===== src/rtl/quad_decoder.sv =====
//------------------------------------------------------------------------------
// quad_decoder : A/B quadrature decoder -> step/dir pulses + position, err flag
// Revision     : 1.0
//------------------------------------------------------------------------------
`default_nettype none

module quad_decoder #(
  parameter int WIDTH       = 16,
  parameter int SYNC_STAGES = 2,
  parameter int FILTER_LEN  = 3
) (
  input  logic             clk,
  input  logic             reset,
  input  logic             a_in,
  input  logic             b_in,
  input  logic             clear,
  input  logic             err_clr,
  output logic             step,
  output logic             dir,
  output logic [WIDTH-1:0] position,
  output logic             err
);

  localparam int CNT_W = (FILTER_LEN < 2) ? 1 : $clog2(FILTER_LEN + 1);
  localparam logic [CNT_W-1:0] FILT_LAST = CNT_W'(FILTER_LEN - 1);

  typedef enum logic [0:0] {
    INIT  = 1'b0,
    TRACK = 1'b1
  } state_t;

  state_t                 state_q;
  logic [SYNC_STAGES-1:0] a_sync_q;
  logic [SYNC_STAGES-1:0] b_sync_q;
  logic [1:0]             filt_ab_q;
  logic [CNT_W-1:0]       filt_cnt_q;
  logic [CNT_W-1:0]       stable_cnt_q;
  logic [1:0]             prev_ab_q;

  logic [1:0] sync_ab;
  logic       sync_match;
  logic       accept;
  logic [1:0] up_of_prev;
  logic [1:0] up_of_filt;
  logic       is_up;
  logic       is_down;
  logic       is_illegal;
  logic       moved;

  // Successor of an AB code along the up sequence 00->01->11->10->00.
  function automatic logic [1:0] up_next(input logic [1:0] ab);
    case (ab)
      2'b00:   up_next = 2'b01;
      2'b01:   up_next = 2'b11;
      2'b11:   up_next = 2'b10;
      default: up_next = 2'b00;
    endcase
  endfunction

  always_comb begin
    sync_ab    = {a_sync_q[SYNC_STAGES-1], b_sync_q[SYNC_STAGES-1]};
    sync_match = (sync_ab == filt_ab_q);
    accept     = !sync_match && (filt_cnt_q == FILT_LAST);
    up_of_prev = up_next(prev_ab_q);
    up_of_filt = up_next(filt_ab_q);
    moved      = (filt_ab_q != prev_ab_q);
    is_up      = moved && (filt_ab_q == up_of_prev);
    is_down    = moved && (prev_ab_q == up_of_filt);
    is_illegal = moved && ((filt_ab_q ^ prev_ab_q) == 2'b11);
  end

  always_ff @(posedge clk) begin
    if (reset) begin
      state_q      <= INIT;
      a_sync_q     <= '0;
      b_sync_q     <= '0;
      filt_ab_q    <= 2'b00;
      filt_cnt_q   <= '0;
      stable_cnt_q <= '0;
      prev_ab_q    <= 2'b00;
      step         <= 1'b0;
      dir          <= 1'b0;
      position     <= '0;
      err          <= 1'b0;
    end else begin
      a_sync_q <= {a_sync_q[SYNC_STAGES-2:0], a_in};
      b_sync_q <= {b_sync_q[SYNC_STAGES-2:0], b_in};

      if (sync_match) begin
        filt_cnt_q <= '0;
      end else if (accept) begin
        filt_ab_q  <= sync_ab;
        filt_cnt_q <= '0;
      end else begin
        filt_cnt_q <= filt_cnt_q + CNT_W'(1);
      end

      step <= 1'b0;
      if (err_clr) begin
        err <= 1'b0;
      end

      case (state_q)
        INIT: begin
          // Lock onto whatever level the encoder rests at; no step is issued.
          if (accept) begin
            prev_ab_q <= sync_ab;
            state_q   <= TRACK;
          end else if (sync_match) begin
            if (stable_cnt_q == FILT_LAST) begin
              prev_ab_q <= filt_ab_q;
              state_q   <= TRACK;
            end else begin
              stable_cnt_q <= stable_cnt_q + CNT_W'(1);
            end
          end else begin
            stable_cnt_q <= '0;
          end
        end
        TRACK: begin
          if (moved) begin
            prev_ab_q <= filt_ab_q;
          end
          if (is_up) begin
            step     <= 1'b1;
            dir      <= 1'b1;
            position <= position + WIDTH'(1);
          end else if (is_down) begin
            step     <= 1'b1;
            dir      <= 1'b0;
            position <= position - WIDTH'(1);
          end else if (is_illegal) begin
            err <= 1'b1;
          end
        end
        default: state_q <= INIT;
      endcase

      if (clear) begin
        position <= '0;
      end
    end
  end

endmodule

`default_nettype wire


===== config.mk =====
export PLATFORM = sky130hd
export DESIGN_NAME = quad_decoder
export DESIGN_NICKNAME = d
export VERILOG_FILES = /design/src/rtl/quad_decoder.sv
export SDC_FILE = /design/constraint.sdc
export NUM_CORES = 1
export LEC_CHECK = 0
export CORE_MARGIN = 5
export CORE_UTILIZATION = 55
export CTS_BUF_LIST = sky130_fd_sc_hd__clkbuf_16
export DETAILED_ROUTE_END_ITERATION = 8
export PLACE_DENSITY = 0.78
export SLEW_MARGIN = 25
export SYNTH_ARGS = -nofsm -noshare
export SYNTH_HDL_FRONTEND = slang
export SYNTH_SLANG_ARGS = --single-unit

===== constraint.sdc =====
create_clock -name clk -period 4.12 [get_ports clk]
set_clock_uncertainty 0.15 [all_clocks]
set_input_delay 1.236 -clock clk [delete_from_list [all_inputs] [get_ports clk]]
set_output_delay 1.236 -clock clk [all_outputs]
set_load 0.01 [all_outputs]

==> impl_metrics.ini, run 1 <==
[yosys]
netlist_instances = 247
synth_enable_flop_cells = 0
synth.area.top_cells = dfxtp_1 31%, ha_1 9.7%, a21oi_1 4.6%
synth_area_per_cell_um2 = 8.32
yosys.area_share.simple_pct = 24.5
synth_area_mm2 = 0.00206
synth.most_common_cell = dfxtp_1
yosys_warnings = 0
syn_nets = 270
synthArstFlopShare_pct = 0
ys_seq_elements = 32
synth_xor_area_share_pct = 5.90
synthAdderAreaFrac_pct = 10.7
synth_top_area_share_pct = 31.2
synthFlopType = dfxtp_1
yosysSeqAreaShare_pct = 31.2
synth_top_family_by_area = simple AND/OR/NAND/NOR gates
synth-compound-area-share_pct = 20.4
yosys-mux-area-fraction_pct = 3.47
synth_top_area_cell = dfxtp_1
yosysUniqueCellTypes = 48
synth_common_cells = 32 x dfxtp_1, 21 x nor2_1, 19 x a21oi_1, 19 x nand2_1, 16 x ha_1

[clock_network]
clkSlewWorstSetupHoldPaths_ns = 0.05
htreeDepth = 2
hold_buffers = 0
cts_setup_buffers = 0
numCtsBuffers = 5
worstSkewPairLatency_ns = 0.28
ctsResizeCount = 0
root_buffer = clkbuf_16
cts_sinks = 32
cts.path.max_buffers = 2
cts_tree = done

[setup_path]
cp_max_fo = 17
reg2reg_depth = 9
startpoint_type = flip-flop
worst-setup-path-type = reg -> reg
rr_endpoint = position[15]
cp.required_ns = 4.12
crit_arrival_ns = 3.09
startpoint = filt_ab_q[0]
reg2reg_slack_ns = 1.03
rr_startpoint = filt_ab_q[0]
crit_path_end_kind = flip-flop

[place]
gp_congestion = 0.876
portBuffers = 24
post-place-ws_ns = 0.975
post-dp-hpwl_mm = 3.08
dp.cells = 310

[pwr]
p_leak_nw = 0.995
power_frac_clock_pct = 37.5
switching_power_w = 0.000358
pwr-share-comb_pct = 31.9
swShare_pct = 31.8
total_power_w = 0.00113
vdd_drop_max_uv = 233
power.density_mw_per_mm2 = 455
intPower_w = 0.000768
seqPwrFrac_pct = 30.6

[grt]
grt_most_used_layer = met2
antenna_found_initial = 0
grt_pass1_vias = 1753
grt_max_degree = 27
overflow = 0
grtUsageMet1_pct = 25.5
grt_pass1_wl_mm = 7.76
grt.total_usage_pct = 18.6
grt_util_met3_pct = 5.40
grt_use_met2_pct = 27.8

[final_layout]
nets = 292
syn_to_final_growth_pct = 20.5
n_fill_cell = 321
diodes = 0
layout.cells.non_filler = 318
drive_gt1_share_pct = 7.04

[sta]
report.final.hold_viol_count = 0
worst_hold_slack_ns = 0.267
relSlewSlack_pct = 59.6
setup_slack_ns = 1.03
min_period_ns = 3.09
drv_slew = 0
rsz0062_at_grt = no
final-setup-viol-count = 0
max_clock_freq_mhz = 323
tightestPinTransition_ns = 0.606
post-route-period-util_pct = 75.0
setup_tns_ns = 0

[floorplan]
rows = 22
core_region_area_mm2 = 0.00363
start_util_pct = 56.6
die_y_um = 71.1
design.die.area_mm2 = 0.00506
die_w_um = 71.1
io_pins = 25

[detailed_routing]
dr_total_vias = 1960
postRouteAntennaNets = 0
dr.pass1.iters = 4
viasPerCell = 6.16
wire_per_inst_um = 14.1
drcViolationCount = 0
drt_iter0_drc = 279
routed_wl_mm = 4.48

[min_path]
worstHoldPathCells = 1
hold_path_class = reg -> reg
hp-start = filt_cnt_q[0]
min_to = filt_cnt_q[0]

[run]
drv_cap = 0

[outcome]
status = complete, no violations
state kept, by name, indices dropped and copies added (netlist names):
name and count:
a_sync_q 2, err 1, filt_ab_q 2, filt_cnt_q 2, step 1, prev_ab_q 2, dir 1, b_sync_q 2
position 16, stable_cnt_q 2, state_q 1
layout make-up:
cell class	instances	area, um^2	area share (%)
clock buffers	5	125	5.05
clock inverters	3	42.5	1.72
inverters	5	18.8	0.758
multi-input cells	199	1340	53.9
flip-flops and latches	32	641	25.9
well taps	48	60.1	2.42
repair buffers	26	255	10.3
critical path, cell delays in order, from the launching register on:
cell,delay (ns)
dfxtp_1,0.45
xnor2_1,0.08
or2_2,0.47
ha_1,0.45
a21oi_1,0.39
o21ai_0,0.17
a21oi_1,0.30
nor2_1,0.09
a311oi_1,0.26
o2111ai_1,0.14
worst max-delay path by stage:
stage	depth (start not counted)	slack, ns	end
CTS	9	1.10	position[15]
floorplan	11	1.36	position[15]
global route	9	0.79	position[15]
finish	9	1.03	position[15]
global placement	5	0.99	position[10]
detailed placement	5	0.97	position[10]
cells in the final DEF, fill, tap and decap left out, types with 2 or more instances in the layout:
cell,count
nand3_1,11
a21oi_1,19
o21ai_0,9
a211o_1,3
nor4_1,6
dfxtp_1,32
a211oi_1,6
inv_1,5
ha_1,16
mux2i_1,6
buf_4,2
a31oi_1,5
xor2_1,3
or3_1,4
o21a_1,2
nor2b_1,8
a21o_1,4
clkdlybuf4s50_1,24
or2_2,4
nor3_1,10
clkbuf_16,5
and3_1,7
o221ai_1,2
nor2_1,21
nand2b_1,2
and2_1,4
xnor2_1,9
nand2_1,19
metal layers:
| metal | up-vias | routed length (um) |
|---|---|---|
| li1 | 960 | - |
| met1 | 895 | 2070 |
| met2 | 91 | 1970 |
| met3 | 14 | 352 |
| met4 | 0 | 87 |
| met5 | - | 0 |
power groups by stage:
stage | combinational [W] | clock, W | sequential (W)
2_1_floorplan | 0.000287 | 0 | 0.000347
3_5_place_dp | 0.000349 | 0 | 0.000352
3_3_place_gp | 0.000344 | 0 | 0.000351
6_report | 0.000359 | 0.000423 | 0.000345
4_1_cts | 0.000353 | 0.000432 | 0.000345
5_1_grt | 0.000403 | 0.000450 | 0.000348
cells by family after synthesis:
| logic type | after synthesis |
|---|---|
| simple gates | 100 |
| compound gates | 62 |
| flops | 32 |
| fa+ha+maj | 17 |
| buf+inv | 16 |
| xor+xnor | 13 |
| mux | 7 |
per-stage QoR:
step | utilization, % | area [um^2]
2_1_floorplan | - | 2060
3_3_place_gp | 63.6 | 2310
3_5_place_dp | 63.6 | 2310
4_1_cts | 68.2 | 2480
5_1_grt | 68.2 | 2480
6_report | 68.2 | 2480
No activity file was read; power rests on OpenSTA's default activity.
==> inputs of run 2 (changes only) <==
--- a/config.mk
+++ b/config.mk
@@ -6,10 +6,10 @@
 export NUM_CORES = 1
 export LEC_CHECK = 0
 export CORE_MARGIN = 5
-export CORE_UTILIZATION = 55
+export CORE_UTILIZATION = 50
 export CTS_BUF_LIST = sky130_fd_sc_hd__clkbuf_16
 export DETAILED_ROUTE_END_ITERATION = 8
-export PLACE_DENSITY = 0.78
+export PLACE_DENSITY = 0.75
 export SLEW_MARGIN = 25
 export SYNTH_ARGS = -nofsm -noshare
 export SYNTH_HDL_FRONTEND = slang
==> constraint.sdc (replaced) <==
create_clock -name clk -period 2.6 [get_ports clk]
set_clock_uncertainty 0.15 [all_clocks]
set_input_delay 0.78 -clock clk [delete_from_list [all_inputs] [get_ports clk]]
set_output_delay 0.78 -clock clk [all_outputs]
set_load 0.01 [all_outputs]
==> impl_metrics.ini, run 2 (synthesized netlist as in run 1, its figures left out) <==
[outcome]
status = complete, no violations

[floorplan]
die_y_um = 74.1
die_w_um = 74.1
design.die.area_mm2 = 0.00549
core_region_area_mm2 = 0.00400
start_util_pct = 51.4
io_pins = 25
rows = 23

[setup_path]
cp.required_ns = 2.60
crit_arrival_ns = 2.54
endpoint = position[15]
cp_cell_sequence = xor2_2, or2_4, ha_1, and4_4, nand3_1, a211o_1, and3_1, a311oi_1, o2111ai_1
reg2reg_depth = 9
startpoint_type = flip-flop
cpLargestDelayFamily = simple AND/OR/NAND/NOR gates
crit_path_end_kind = flip-flop
slowest_stage = or2_4
reg2reg_slack_ns = 0.06
startpoint = filt_ab_q[1]
worst-setup-path-type = reg -> reg
worstSetupPathDepth = 9
cpPeakStageDelay_ns = 0.34
cp_max_fo = 7
path_buf_inv = 0
rr_endpoint = position[15]
rr_startpoint = filt_ab_q[1]

[pwr]
p_leak_nw = 1.16
power_frac_clock_pct = 32.8
intPower_w = 0.00137
swShare_pct = 32.1
seqPwrFrac_pct = 27.1
pwr-share-comb_pct = 40.1
switching_power_w = 0.000648
vdd_drop_max_uv = 494
power.density_mw_per_mm2 = 704

[final_layout]
layout.cells.non_filler = 349
drive_gt1_share_pct = 23.7
final_cell_mix = 30 x dfxtp_1, 29 x buf_4, 24 x clkdlybuf4s50_1
n_fill_cell = 299
layout.area.seq_um2 = 643
nets = 321
multi_input_area_mm2 = 0.00152
syn_to_final_growth_pct = 39.5
layout_commonest_cell = dfxtp_1
regMostFlops = position
largest_reg_flops = 16
diodes = 0

[sta]
min_period_ns = 2.54
relSlewSlack_pct = 59.2
post-route-period-util_pct = 97.8
drv_slew = 0
rsz0062_at_grt = yes
report.final.hold_viol_count = 0
setup_slack_ns = 0.0561
max_clock_freq_mhz = 393
final-setup-viol-count = 0
tightestPinTransition_ns = 0.612
worst_hold_slack_ns = 0.273

[min_path]
hold_path_class = reg -> reg

[grt]
grt_pass1_wl_mm = 8.98
grt_pass1_vias = 2001
grt.total_usage_pct = 21.0
grt_util_met3_pct = 5.41
grt_most_used_layer = met2
overflow = 0
antenna_found_initial = 0
grt_max_degree = 26
grtUsageMet1_pct = 27.0
grt_use_met2_pct = 34.3

[detailed_routing]
drt_iter0_drc = 139
drcViolationCount = 0
dr.pass1.iters = 4
dr_total_vias = 2024
routed_wl_mm = 5.42
postRouteAntennaNets = 0
viasPerCell = 5.80
wire_per_inst_um = 15.5

[clock_network]
hold_buffers = 0
cts.path.max_buffers = 2
clkSlewWorstSetupHoldPaths_ns = 0.05
worstSkewPairLatency_ns = 0.28
htreeDepth = 2
numCtsBuffers = 5
cts_tree = done
root_buffer = clkbuf_16
cts_sinks = 32

[place]
post-place-ws_ns = -0.0254
post-dp-hpwl_mm = 3.53
gp_congestion = 0.873
portBuffers = 24
dp.cells = 336

[run]
drv_cap = 0
## run 2: worst min-delay path by stage
stage                              from             to  slack [ns]  cells past startpoint
after CTS                   b_sync_q[0]    b_sync_q[1]        0.28                      1
after floorplan           filt_cnt_q[0]  filt_cnt_q[0]        0.25                      1
after global routing        b_sync_q[0]    b_sync_q[1]        0.30                      1
after global placement    filt_cnt_q[0]  filt_cnt_q[0]        0.26                      1
after detailed placement    b_sync_q[0]    b_sync_q[1]        0.27                      1
final                     filt_cnt_q[0]  filt_cnt_q[0]        0.27                      1
## run 2: repair_timing
item,4_1_cts,5_1_grt
hold endpoints to repair,0,0
gates cloned,2,0
resized for setup,3,22
pin swaps,1,17
setup endpoints to repair,5,9
buffers inserted,0,3
## run 2: layer usage
metal | part of all wire, % | wire length, um
met1 | 47 | 2550
met5 | 0 | 0
met4 | 1.3 | 68
met3 | 5.3 | 285
met2 | 46 | 2520
## run 2: metrics by stage
| stage | total power, W | area, um^2 | setup TNS [ns] | util, % |
|---|---|---|---|---|
| CTS | 0.00194 | 2750 | 0 | 68.7 |
| global route | 0.00214 | 2870 | -0.329 | 71.7 |
| global placement | 0.00123 | 2560 | 0 | 63.9 |
| finish | 0.00202 | 2870 | 0 | 71.7 |
| detailed placement | 0.00124 | 2560 | -0.0505 | 63.9 |
| floorplan | 0.00104 | 2130 | -0.00380 | - |
## run 2: power groups by stage
stage               Combinational, W  Clock, W  Sequential, W
floorplan                   0.000491         0       0.000551
global placement            0.000675         0       0.000552
detailed placement          0.000684         0       0.000553
CTS                         0.000723  0.000669       0.000544
global route                0.000887  0.000698       0.000550
finish                      0.000810  0.000662       0.000546
## run 2: cell type report
class | instances | share of cell area, %
Clock inverter | 3 | 1.35
Timing Repair Buffer | 53 | 16.0
Sequential cell | 32 | 22.4
Clock buffer | 5 | 4.36
Inverter | 5 | 0.654
Tap cell | 50 | 2.18
Multi-Input combinational cell | 201 | 53.1
==> inputs of run 3 (changes only) <==
==> constraint.sdc (replaced) <==
create_clock -name clk -period 2.6 [get_ports clk]
set_clock_uncertainty 0.15 [all_clocks]
set_input_delay 0.52 -clock clk [delete_from_list [all_inputs] [get_ports clk]]
set_output_delay 0.52 -clock clk [all_outputs]
set_load 0.01 [all_outputs]
==> impl_metrics.ini, run 3 (synthesized netlist as in run 1, its figures left out) <==
[setup_path]
cpPeakStageDelay_ns = 0.37
startpoint_type = flip-flop
crit_arrival_ns = 2.59
critPathMostFrequentCell = buf_6
cp_cell_sequence = xor2_2, or2_4, buf_6, ha_4, buf_6, and3_4, a2111o_1, o221ai_2, a21oi_2, xnor2_1, a21oi_1
worst-setup-path-type = reg -> reg
crit_path_end_kind = flip-flop
path_buf_inv = 2
worstSetupPathDepth = 11
slowest_stage = a2111o_1
reg2reg_depth = 11
cp.required_ns = 2.59
cp_max_fo = 8
cpLargestDelayFamily = compound AO/OA/AOI/OAI gates

[clock_network]
hold_buffers = 0
worstSkewPairLatency_ns = 0.28
htreeDepth = 2
cts.path.max_buffers = 2
clkSlewWorstSetupHoldPaths_ns = 0.05
root_buffer = clkbuf_16
cts_tree = done
cts_sinks = 32
numCtsBuffers = 5

[sta]
drv_slew = 0
tightestPinTransition_ns = 0.640
report.final.hold_viol_count = 0
max_clock_freq_mhz = 384
min_period_ns = 2.60
relSlewSlack_pct = 57.3
setup_tns_ns = -0.00288
final-setup-viol-count = 1
post-route-period-util_pct = 100
worst_hold_slack_ns = 0.275
setup_slack_ns = -0.00288
rsz0062_at_grt = yes

[final_layout]
fin_area_mm2 = 0.00293
nets = 322
diodes = 0
drive_gt1_share_pct = 28.0
final_cell_mix = 28 x dfxtp_1, 28 x buf_4, 24 x clkdlybuf4s50_1
syn_to_final_growth_pct = 42.6
layout.cells.non_filler = 350
largest_reg_flops = 16
regMostFlops = position

[floorplan]
core_region_area_mm2 = 0.00400
die_y_um = 74.1
design.die.area_mm2 = 0.00549
io_pins = 25
die_w_um = 74.1
start_util_pct = 51.4
rows = 23

[pwr]
power.density_mw_per_mm2 = 728
vdd_drop_max_uv = 427
p_leak_nw = 1.18

[detailed_routing]
postRouteAntennaNets = 0
drt_iter0_drc = 102
dr.pass1.iters = 4
drcViolationCount = 0
viasPerCell = 5.97
routed_wl_mm = 5.83
dr_total_vias = 2091
wire_per_inst_um = 16.7

[grt]
grt.total_usage_pct = 20.6
grt_max_degree = 26
antenna_found_initial = 0
overflow = 0
grt_pass1_wl_mm = 8.94
grt_pass1_vias = 2012

[place]
portBuffers = 24
post-dp-hpwl_mm = 3.53
placed_area_mm2 = 0.00256
dp.cells = 336
gp_congestion = 0.916

[outcome]
status = finished, violations left
violations = setup timing

[run]
drv_cap = 0

[min_path]
hold_path_class = reg -> reg
worstHoldPathCells = 1
run 3: layout make-up:
type	instances	area, um^2
multi-input combinational	200	1550
fill	296	1070
sequential	32	646
timing repair buffer	55	484
clock buffer	5	125
tap	50	62.6
clock inverter	3	42.5
inverter	5	18.8
run 3: final timing paths:
| check | startpoint | to | slack (ns) |
|---|---|---|---|
| min | filt_cnt_q[0] | filt_cnt_q[0] | 0.28 |
| min reg2reg | filt_cnt_q[0] | filt_cnt_q[0] | 0.28 |
| max | prev_ab_q[0] | position[14] | -0.003 |
| max reg2reg | prev_ab_q[0] | position[14] | -0.003 |
run 3: repair_timing:
action / 4_1_cts / 5_1_grt
gates resized for setup: 4 / 36
buffers inserted: 3 / 2
gates cloned: 1 / 0
pin swaps: 2 / 19
setup endpoints to repair: 5 / 9
run 3: through the flow:
stage / setup slack [ns] / total power (W) / util [%]
2_1_floorplan: -0.00380 / 0.00104 / -
3_3_place_gp: 0.0198 / 0.00124 / 63.9
3_5_place_dp: -0.0243 / 0.00125 / 63.9
4_1_cts: -0.00586 / 0.00197 / 69.3
5_1_grt: -0.0859 / 0.00224 / 73.3
6_report: -0.00288 / 0.00213 / 73.3
run 3: power breakdown:
group	internal, W	switching [W]	leakage, nW	total [W]
Clock	0.000450	0.000222	0.0798	0.000671
Sequential	0.000521	0.0000277	0.261	0.000549
Combinational	0.000462	0.000452	0.836	0.000914
Total	0.00143	0.000701	1.18	0.00213
run 3: metal layers:
metal  up-vias  global-route usage, %  part of all wire, %
met1      1003                   25.4                   44
met2        62                   35.4                   48
met4         0                   8.05                  2.6
li1       1012                      -                    -
met5         -                      0                    0
met3        14                   3.92                  5.0
